--- config.mk ---
export PLATFORM = sky130hd
export DESIGN_NAME = nes_joypad_device
export DESIGN_NICKNAME = d
export VERILOG_FILES = /design/src/rtl/nes_joypad_device.sv
export SDC_FILE = /design/constraint.sdc
export NUM_CORES = 1
export LEC_CHECK = 0
export ABC_CLOCK_PERIOD_IN_PS = 4300
export CORE_UTILIZATION = 55
export DETAILED_ROUTE_END_ITERATION = 12
export PLACE_DENSITY_LB_ADDON = 0.1
export SYNTH_ARGS = -nofsm -noshare
export SYNTH_HDL_FRONTEND = slang
export SYNTH_SLANG_ARGS = --single-unit
--- constraint.sdc ---
create_clock -name sysclk -period 4.3 [get_ports sysclk]
set_input_delay 0.86 -clock sysclk [delete_from_list [all_inputs] [get_ports sysclk]]
set_output_delay 0.86 -clock sysclk [all_outputs]
set_load 0.02 [all_outputs]
--- src/rtl/nes_joypad_device.sv ---
// -----------------------------------------------------------------------------
// nes_joypad_device
//
// Device (controller) side of the NES serial joypad protocol. Emulates a pair
// of CD4021-style pads: the host raises joy_latch to parallel-load the button
// state, then each rising joy_pulse shifts the next button out on joy_data0/1
// (A, B, Select, Start, Up, Down, Left, Right), followed by constant 1s.
//
// Button state arrives from an upstream source over a valid/ready handshake
// and is held in a 16-bit shadow register. joy_latch and joy_pulse are
// asynchronous pins: they are synchronized, glitch-filtered and edge-detected
// in the sysclk domain. Pin edge to joy_data change is SYNC_STAGES + FILTER_LEN
// sysclk cycles.
//
// Optional feature (macro NES_JOYPAD_TURBO_EN): adds turbo_mask[15:0] and
// parameter TURBO_DIV. Masked buttons read as released on alternating groups
// of TURBO_DIV frames (a frame ends with read_done).
//
// Ports:
//   sysclk      in   system clock
//   reset       in   asynchronous, active-low reset
//   btn_valid   in   upstream button word valid
//   btn_ready   out  block accepts btn_data this cycle (low only while loading)
//   btn_data    in   {pad1[7:0], pad0[7:0]}, bit0 A .. bit7 Right, 1 = pressed
//   turbo_mask  in   (NES_JOYPAD_TURBO_EN only) buttons subject to turbo
//   joy_latch   in   host latch pin, asynchronous
//   joy_pulse   in   host clock pin, asynchronous
//   joy_data0   out  pad0 serial data
//   joy_data1   out  pad1 serial data
//   read_done   out  one-cycle pulse when the 8th shift of a sequence completes
// -----------------------------------------------------------------------------
module nes_joypad_device #(
    parameter int SYNC_STAGES     = 2,
    parameter int FILTER_LEN      = 2,
    parameter bit DATA_ACTIVE_LOW = 1'b0
`ifdef NES_JOYPAD_TURBO_EN
    ,
    parameter int TURBO_DIV       = 2
`endif
) (
    input  logic        sysclk,
    input  logic        reset,
    input  logic        btn_valid,
    output logic        btn_ready,
    input  logic [15:0] btn_data,
`ifdef NES_JOYPAD_TURBO_EN
    input  logic [15:0] turbo_mask,
`endif
    input  logic        joy_latch,
    input  logic        joy_pulse,
    output logic        joy_data0,
    output logic        joy_data1,
    output logic        read_done
);

    // Lane 0 carries joy_latch, lane 1 carries joy_pulse.
    localparam int HIST_W = (FILTER_LEN > 1) ? FILTER_LEN - 1 : 1;

    typedef enum logic [1:0] {
        IDLE,
        LOAD,
        SHIFT,
        EXHAUST
    } state_e;

    logic [SYNC_STAGES-1:0][1:0] sync_q;
    logic [HIST_W-1:0][1:0]      hist_q, hist_d;
    logic [1:0]                  acc_q, acc_d;
    logic [1:0]                  samp;

    logic        lat_rise, lat_fall, pul_rise;
    state_e      state_q, state_d;
    logic [15:0] shadow_q;
    logic [15:0] load_word;
    logic [7:0]  shift0_q, shift1_q;
    logic [3:0]  count_q;
    logic        read_done_q, read_done_d;
    logic        load_en, shift_en;

    // ------------------------------------------------------------------
    // Pin synchronizers and glitch filter
    // ------------------------------------------------------------------
    assign samp = sync_q[SYNC_STAGES-1];

    // NOTE: every clocked process uses non-blocking assignments so all
    // registers update together from pre-edge values.
    always_ff @(posedge sysclk or negedge reset) begin
        if (!reset) begin
            sync_q <= '0;
            hist_q <= '0;
            acc_q  <= '0;
        end else begin
            sync_q <= {sync_q[SYNC_STAGES-2:0], {joy_pulse, joy_latch}};
            hist_q <= hist_d;
            acc_q  <= acc_d;
        end
    end

    // The filter window is the current synchronized sample plus the previous
    // FILTER_LEN-1 samples; the accepted level moves only when all agree.
    always_comb begin
        logic all_hi;
        logic all_lo;
        // NOTE: every combinational output gets a default first so no path
        // leaves it unassigned (which would infer a latch).
        hist_d = '0;
        acc_d  = acc_q;
        all_hi = 1'b0;
        all_lo = 1'b0;
        hist_d[0] = samp;
        for (int i = 1; i < HIST_W; i++) begin
            hist_d[i] = hist_q[i-1];
        end
        for (int l = 0; l < 2; l++) begin
            all_hi = samp[l];
            all_lo = ~samp[l];
            for (int i = 0; i < FILTER_LEN - 1; i++) begin
                all_hi = all_hi & hist_q[i][l];
                all_lo = all_lo & ~hist_q[i][l];
            end
            if (all_hi) begin
                acc_d[l] = 1'b1;
            end else if (all_lo) begin
                acc_d[l] = 1'b0;
            end
        end
    end

    // Events act on the same edge at which the new level is accepted.
    assign lat_rise = acc_d[0] & ~acc_q[0];
    assign lat_fall = ~acc_d[0] & acc_q[0];
    assign pul_rise = acc_d[1] & ~acc_q[1];

    // ------------------------------------------------------------------
    // Turbo phase (optional)
    // ------------------------------------------------------------------
`ifdef NES_JOYPAD_TURBO_EN
    localparam int FRAME_W = (TURBO_DIV > 1) ? $clog2(TURBO_DIV) : 1;

    logic [FRAME_W-1:0] frame_q;
    logic               phase_q;

    always_ff @(posedge sysclk or negedge reset) begin
        if (!reset) begin
            frame_q <= '0;
            phase_q <= 1'b1;
        end else if (read_done_d) begin
            if (frame_q == FRAME_W'(TURBO_DIV - 1)) begin
                frame_q <= '0;
                phase_q <= ~phase_q;
            end else begin
                frame_q <= frame_q + 1'b1;
            end
        end
    end

    // While phase is 0 the masked buttons read as released.
    assign load_word = shadow_q & ~(turbo_mask & {16{~phase_q}});
`else
    assign load_word = shadow_q;
`endif

    // ------------------------------------------------------------------
    // FSM: state register
    // ------------------------------------------------------------------
    always_ff @(posedge sysclk or negedge reset) begin
        if (!reset) begin
            state_q <= IDLE;
        end else begin
            state_q <= state_d;
        end
    end

    // FSM: next state. A latch rise wins over everything, from any state.
    always_comb begin
        state_d = state_q;
        if (lat_rise) begin
            state_d = LOAD;
        end else begin
            case (state_q)
                LOAD:    if (lat_fall) state_d = SHIFT;
                SHIFT:   if (pul_rise && count_q == 4'd7) state_d = EXHAUST;
                default: state_d = state_q;
            endcase
        end
    end

    // FSM: outputs / datapath controls. Pulses are ignored while loading.
    always_comb begin
        load_en     = lat_rise || (state_q == LOAD);
        shift_en    = pul_rise && !load_en;
        read_done_d = shift_en && (state_q == SHIFT) && (count_q == 4'd7);
    end

    // ------------------------------------------------------------------
    // Shadow, shift registers, bit counter
    // ------------------------------------------------------------------
    // The shadow is frozen during LOAD so the loaded word is never torn.
    assign btn_ready = (state_q != LOAD);

    always_ff @(posedge sysclk or negedge reset) begin
        if (!reset) begin
            shadow_q    <= 16'h0000;
            shift0_q    <= 8'h00;
            shift1_q    <= 8'h00;
            count_q     <= 4'd0;
            read_done_q <= 1'b0;
        end else begin
            read_done_q <= read_done_d;
            if (btn_valid && btn_ready) begin
                shadow_q <= btn_data;
            end
            if (load_en) begin
                shift0_q <= load_word[7:0];
                shift1_q <= load_word[15:8];
                count_q  <= 4'd0;
            end else if (shift_en) begin
                // Ones fill from the top, so an exhausted pad reads 1.
                shift0_q <= {1'b1, shift0_q[7:1]};
                shift1_q <= {1'b1, shift1_q[7:1]};
                if (count_q != 4'd8) begin
                    count_q <= count_q + 4'd1;
                end
            end
        end
    end

    assign joy_data0 = shift0_q[0] ^ DATA_ACTIVE_LOW;
    assign joy_data1 = shift1_q[0] ^ DATA_ACTIVE_LOW;
    assign read_done = read_done_q;

endmodule

==> flow_summary.yaml <==
place:
  detailedPlacementHpwl_um: 2303
  port-buffer-count: 24
  placement_stage_cell_area_um2: 2276
  place.gp.congestion: 0.6919
global_routing:
  number_of_global_route_vias_before_repair: 1262
  grt_first_pass_wirelength_um: 5796
  grt_overflow_total: 0
  maximum_number_of_pins_on_one_net_before_global_route_repair: 48
  gr-usage-all-layers: 0.1977
  antenna_found_initial: 0
floorplan:
  initial_core_util: 0.5954
  core_region_area_um2: 3442
  die_w_um: 63.05
  fp.dieArea_um2: 3975
  pin_count: 25
  die_height_um: 63.05
  std_cell_rows: 21
synthesis:
  synth_flop_cell: "sky130_fd_sc_hd__dfrtp_1"
  synth_area_per_cell_um2: 12.97
  synth_seq_area_share: 0.5739
  synth_nets: 182
  ys_types: 29
  post_synthesis_async_set_or_reset_flop_share: 1.000
  ys_ff_latch: 47
  synth_area_um2: 2049
  synth_top_cell_by_area: "sky130_fd_sc_hd__dfrtp_1"
  synth_enable_flop_cells: 0
  syn-instance-count: 158
  yosys_warnings: 0
  synth_top_area_share: 0.5739
  ys_top_cells_by_area: "sky130_fd_sc_hd__dfrtp_1, sky130_fd_sc_hd__o21ai_0, sky130_fd_sc_hd__mux2_4"
pwr:
  vdd_ir_drop_max_mv: 0.3467
  total_leakage_power_nw: 1.059
  p_per_area_nw_per_um2: 593.8
cts:
  clkSlewWorstSetupHoldPaths_ns: 0.09
  cts.hold.buffers_added: 0
  cts-root-to-sink-buffers: 2
  cts_buffers: 5
  postCtsSetupBuffers: 0
  htree_levels: 2
  cts.root.buffer_cell: "sky130_fd_sc_hd__clkbuf_8"
  insertion_delay_ns: 0.30
  tritoncts_clock_tree: "built"
  clock-sinks: 47
  cts_resized: 0
setup_path:
  cp-end-kind: "output pin"
  crit_path_cell_trace: "nor2b_4, inv_8, clkdlybuf4s50_1"
  crit_path_start_kind: "flip-flop"
  crit_path_top_delay_cell: "sky130_fd_sc_hd__clkdlybuf4s50_1"
  timing.critical_path.fanout_max: 20
  path_class: "reg -> out"
  critPathArrivalTime_ns: 1.81
  path_buf_inv: 2
  slowest_delay_ns: 0.55
  required_ns: 3.44
  critPathTopFamily: "buffers and inverters"
sta:
  hold_violations: 0
  slew-limit-headroom: 0.3305
  maxSlewViolCount: 0
  fmax_mhz: 374.2
  rsz0062_at_grt: "false"
  worst_slew_pin_slew_ns: 1.004
  setup_total_negative_slack_ns: 0
  fin_worst_skew_ns: 0.008013
  final_period_minus_worst_setup_slack_ns: 2.672
  finalSetupViolations: 0
  post-route-period-util: 0.6215
route:
  routedWlPerCell_um: 15.04
  drt_pre_antenna_iters: 4
  detailedRoute.firstIterationViolations: 48
  ant_nets: 0
  wirelength_um: 3430
  vias_per_cell: 5.544
  post_route_drc: 0
  dr_total_vias: 1264
job:
  max_cap_viols: 0
layout:
  stdcell_area_um2: 2360
  area_growth_pct: 15.14
  num_antenna_cells: 0
  share_of_post_route_cells_with_drive_strength_above_1: 0.1648
  final_net_count: 205
worst_hold_path:
  hold_path_class: "reg -> reg"
run_status:
  run_status: "completed"
cell type report:
type                    instances  area [µm²]
clock buffers                   5       68.82
clock inverters                 3       15.01
fillers                       273        1082
inverters                       8       37.54
multi-input cells              95       769.5
flip-flops and latches         47        1176
well taps                      46       57.56
repair buffers                 24       235.2
stage by stage:
step | hold WS, ns | total power (W) | instances | setup slack [ns] | utilization
detailed placement | 0.3378 | 0.001157 | 220 | 1.981 | 0.6612
global placement | 0.3427 | 0.001130 | 220 | 2.024 | 0.6612
finish | 0.3639 | 0.001401 | 228 | 1.628 | 0.6856
floorplan | 0.3312 | 0.001050 | 158 | 2.725 | -
global route | 0.3760 | 0.001491 | 228 | 1.575 | 0.6856
CTS | 0.3652 | 0.001410 | 228 | 1.637 | 0.6856
worst paths after layout:
check	startpoint	slack, ns	to	cells after the start
max in group asynchronous	reset	2.96	load_word[10]	1
setup reg to reg	hist_d[0]	2.09	shift1_q[2]	5
setup / recovery	state_q[0]	1.63	btn_ready	3
hold / removal	sync_q[0]	0.36	hist_d[0]	0
min in group asynchronous	reset	0.73	shift0_q[7]	1
hold reg to reg	sync_q[0]	0.36	hist_d[0]	0
placed cells by master (no fill, tap or decap):
master / synthesis / layout
sky130_fd_sc_hd__dfrtp_1: 47 / 47
sky130_fd_sc_hd__o21ai_0: 33 / 33
sky130_fd_sc_hd__clkdlybuf4s50_1: 0 / 23
sky130_fd_sc_hd__mux2i_1: 15 / 15
sky130_fd_sc_hd__mux2_4: 10 / 10
sky130_fd_sc_hd__inv_1: 7 / 7
sky130_fd_sc_hd__mux2_2: 7 / 7
sky130_fd_sc_hd__nor2_1: 5 / 5
sky130_fd_sc_hd__clkbuf_8: 0 / 5
sky130_fd_sc_hd__nand3_1: 4 / 4
sky130_fd_sc_hd__a21oi_1: 3 / 3
sky130_fd_sc_hd__ha_1: 3 / 3
sky130_fd_sc_hd__clkinv_2: 0 / 3
sky130_fd_sc_hd__maj3_1: 2 / 2
sky130_fd_sc_hd__nor3_1: 2 / 2
sky130_fd_sc_hd__nor2b_4: 1 / 1
sky130_fd_sc_hd__inv_8: 1 / 1
sky130_fd_sc_hd__nand2_1: 1 / 1
sky130_fd_sc_hd__and4bb_2: 1 / 1
sky130_fd_sc_hd__and3b_1: 1 / 1
sky130_fd_sc_hd__nand2_8: 1 / 1
sky130_fd_sc_hd__nand3b_1: 1 / 1
sky130_fd_sc_hd__o21ai_1: 1 / 1
sky130_fd_sc_hd__or3_1: 1 / 1
sky130_fd_sc_hd__a2111o_1: 1 / 1
sky130_fd_sc_hd__a31oi_1: 1 / 1
sky130_fd_sc_hd__a32oi_1: 1 / 1
sky130_fd_sc_hd__buf_2: 1 / 1
synthesized netlist by cell type, types with 2 or more instances:
master	number
sky130_fd_sc_hd__clkbuf_1	3
sky130_fd_sc_hd__nor3_1	2
sky130_fd_sc_hd__mux2_4	10
sky130_fd_sc_hd__mux2i_1	15
sky130_fd_sc_hd__inv_1	7
sky130_fd_sc_hd__dfrtp_1	47
sky130_fd_sc_hd__buf_6	2
sky130_fd_sc_hd__ha_1	3
sky130_fd_sc_hd__o21ai_0	33
sky130_fd_sc_hd__a21oi_1	3
sky130_fd_sc_hd__nor2_1	5
sky130_fd_sc_hd__maj3_1	2
sky130_fd_sc_hd__mux2_2	7
sky130_fd_sc_hd__nand3_1	4
cells by family (layout without fill, tap and decap cells):
| kind of cell | after synthesis | in the layout | synth area share |
|---|---|---|---|
| flops | 47 | 47 | 0.5739 |
| simple gates | 18 | 18 | 0.05922 |
| compound gates | 40 | 40 | 0.1032 |
| fa+ha+maj | 5 | 5 | 0.02809 |
| buf+inv | 16 | 40 | 0.05067 |
| mux | 32 | 32 | 0.1850 |
metal layers:
layer  up-vias  routed length (µm)  track usage
met5         -                   0            0
met4         0                  81      0.08721
met3         9                 111      0.06022
met2        21                1734       0.3199
met1       635                1503       0.2424
li1        599                   -            -
report_power, final:
group / internal (W) / total, W / switching (W) / leakage [nW]
Combinational: 0.000230 / 0.000448 / 0.000218 / 0.445
Sequential: 0.000608 / 0.000700 / 0.0000929 / 0.566
Clock: 0.000111 / 0.000253 / 0.000142 / 0.0477
flip-flops by register name, summed over array words and instances, names as in the netlist, 4 cells and up:
signal and count:
count_q 4, load_word 16, shift0_q 8, shift1_q 8
Note: power is estimated with default switching activity, not from simulation.
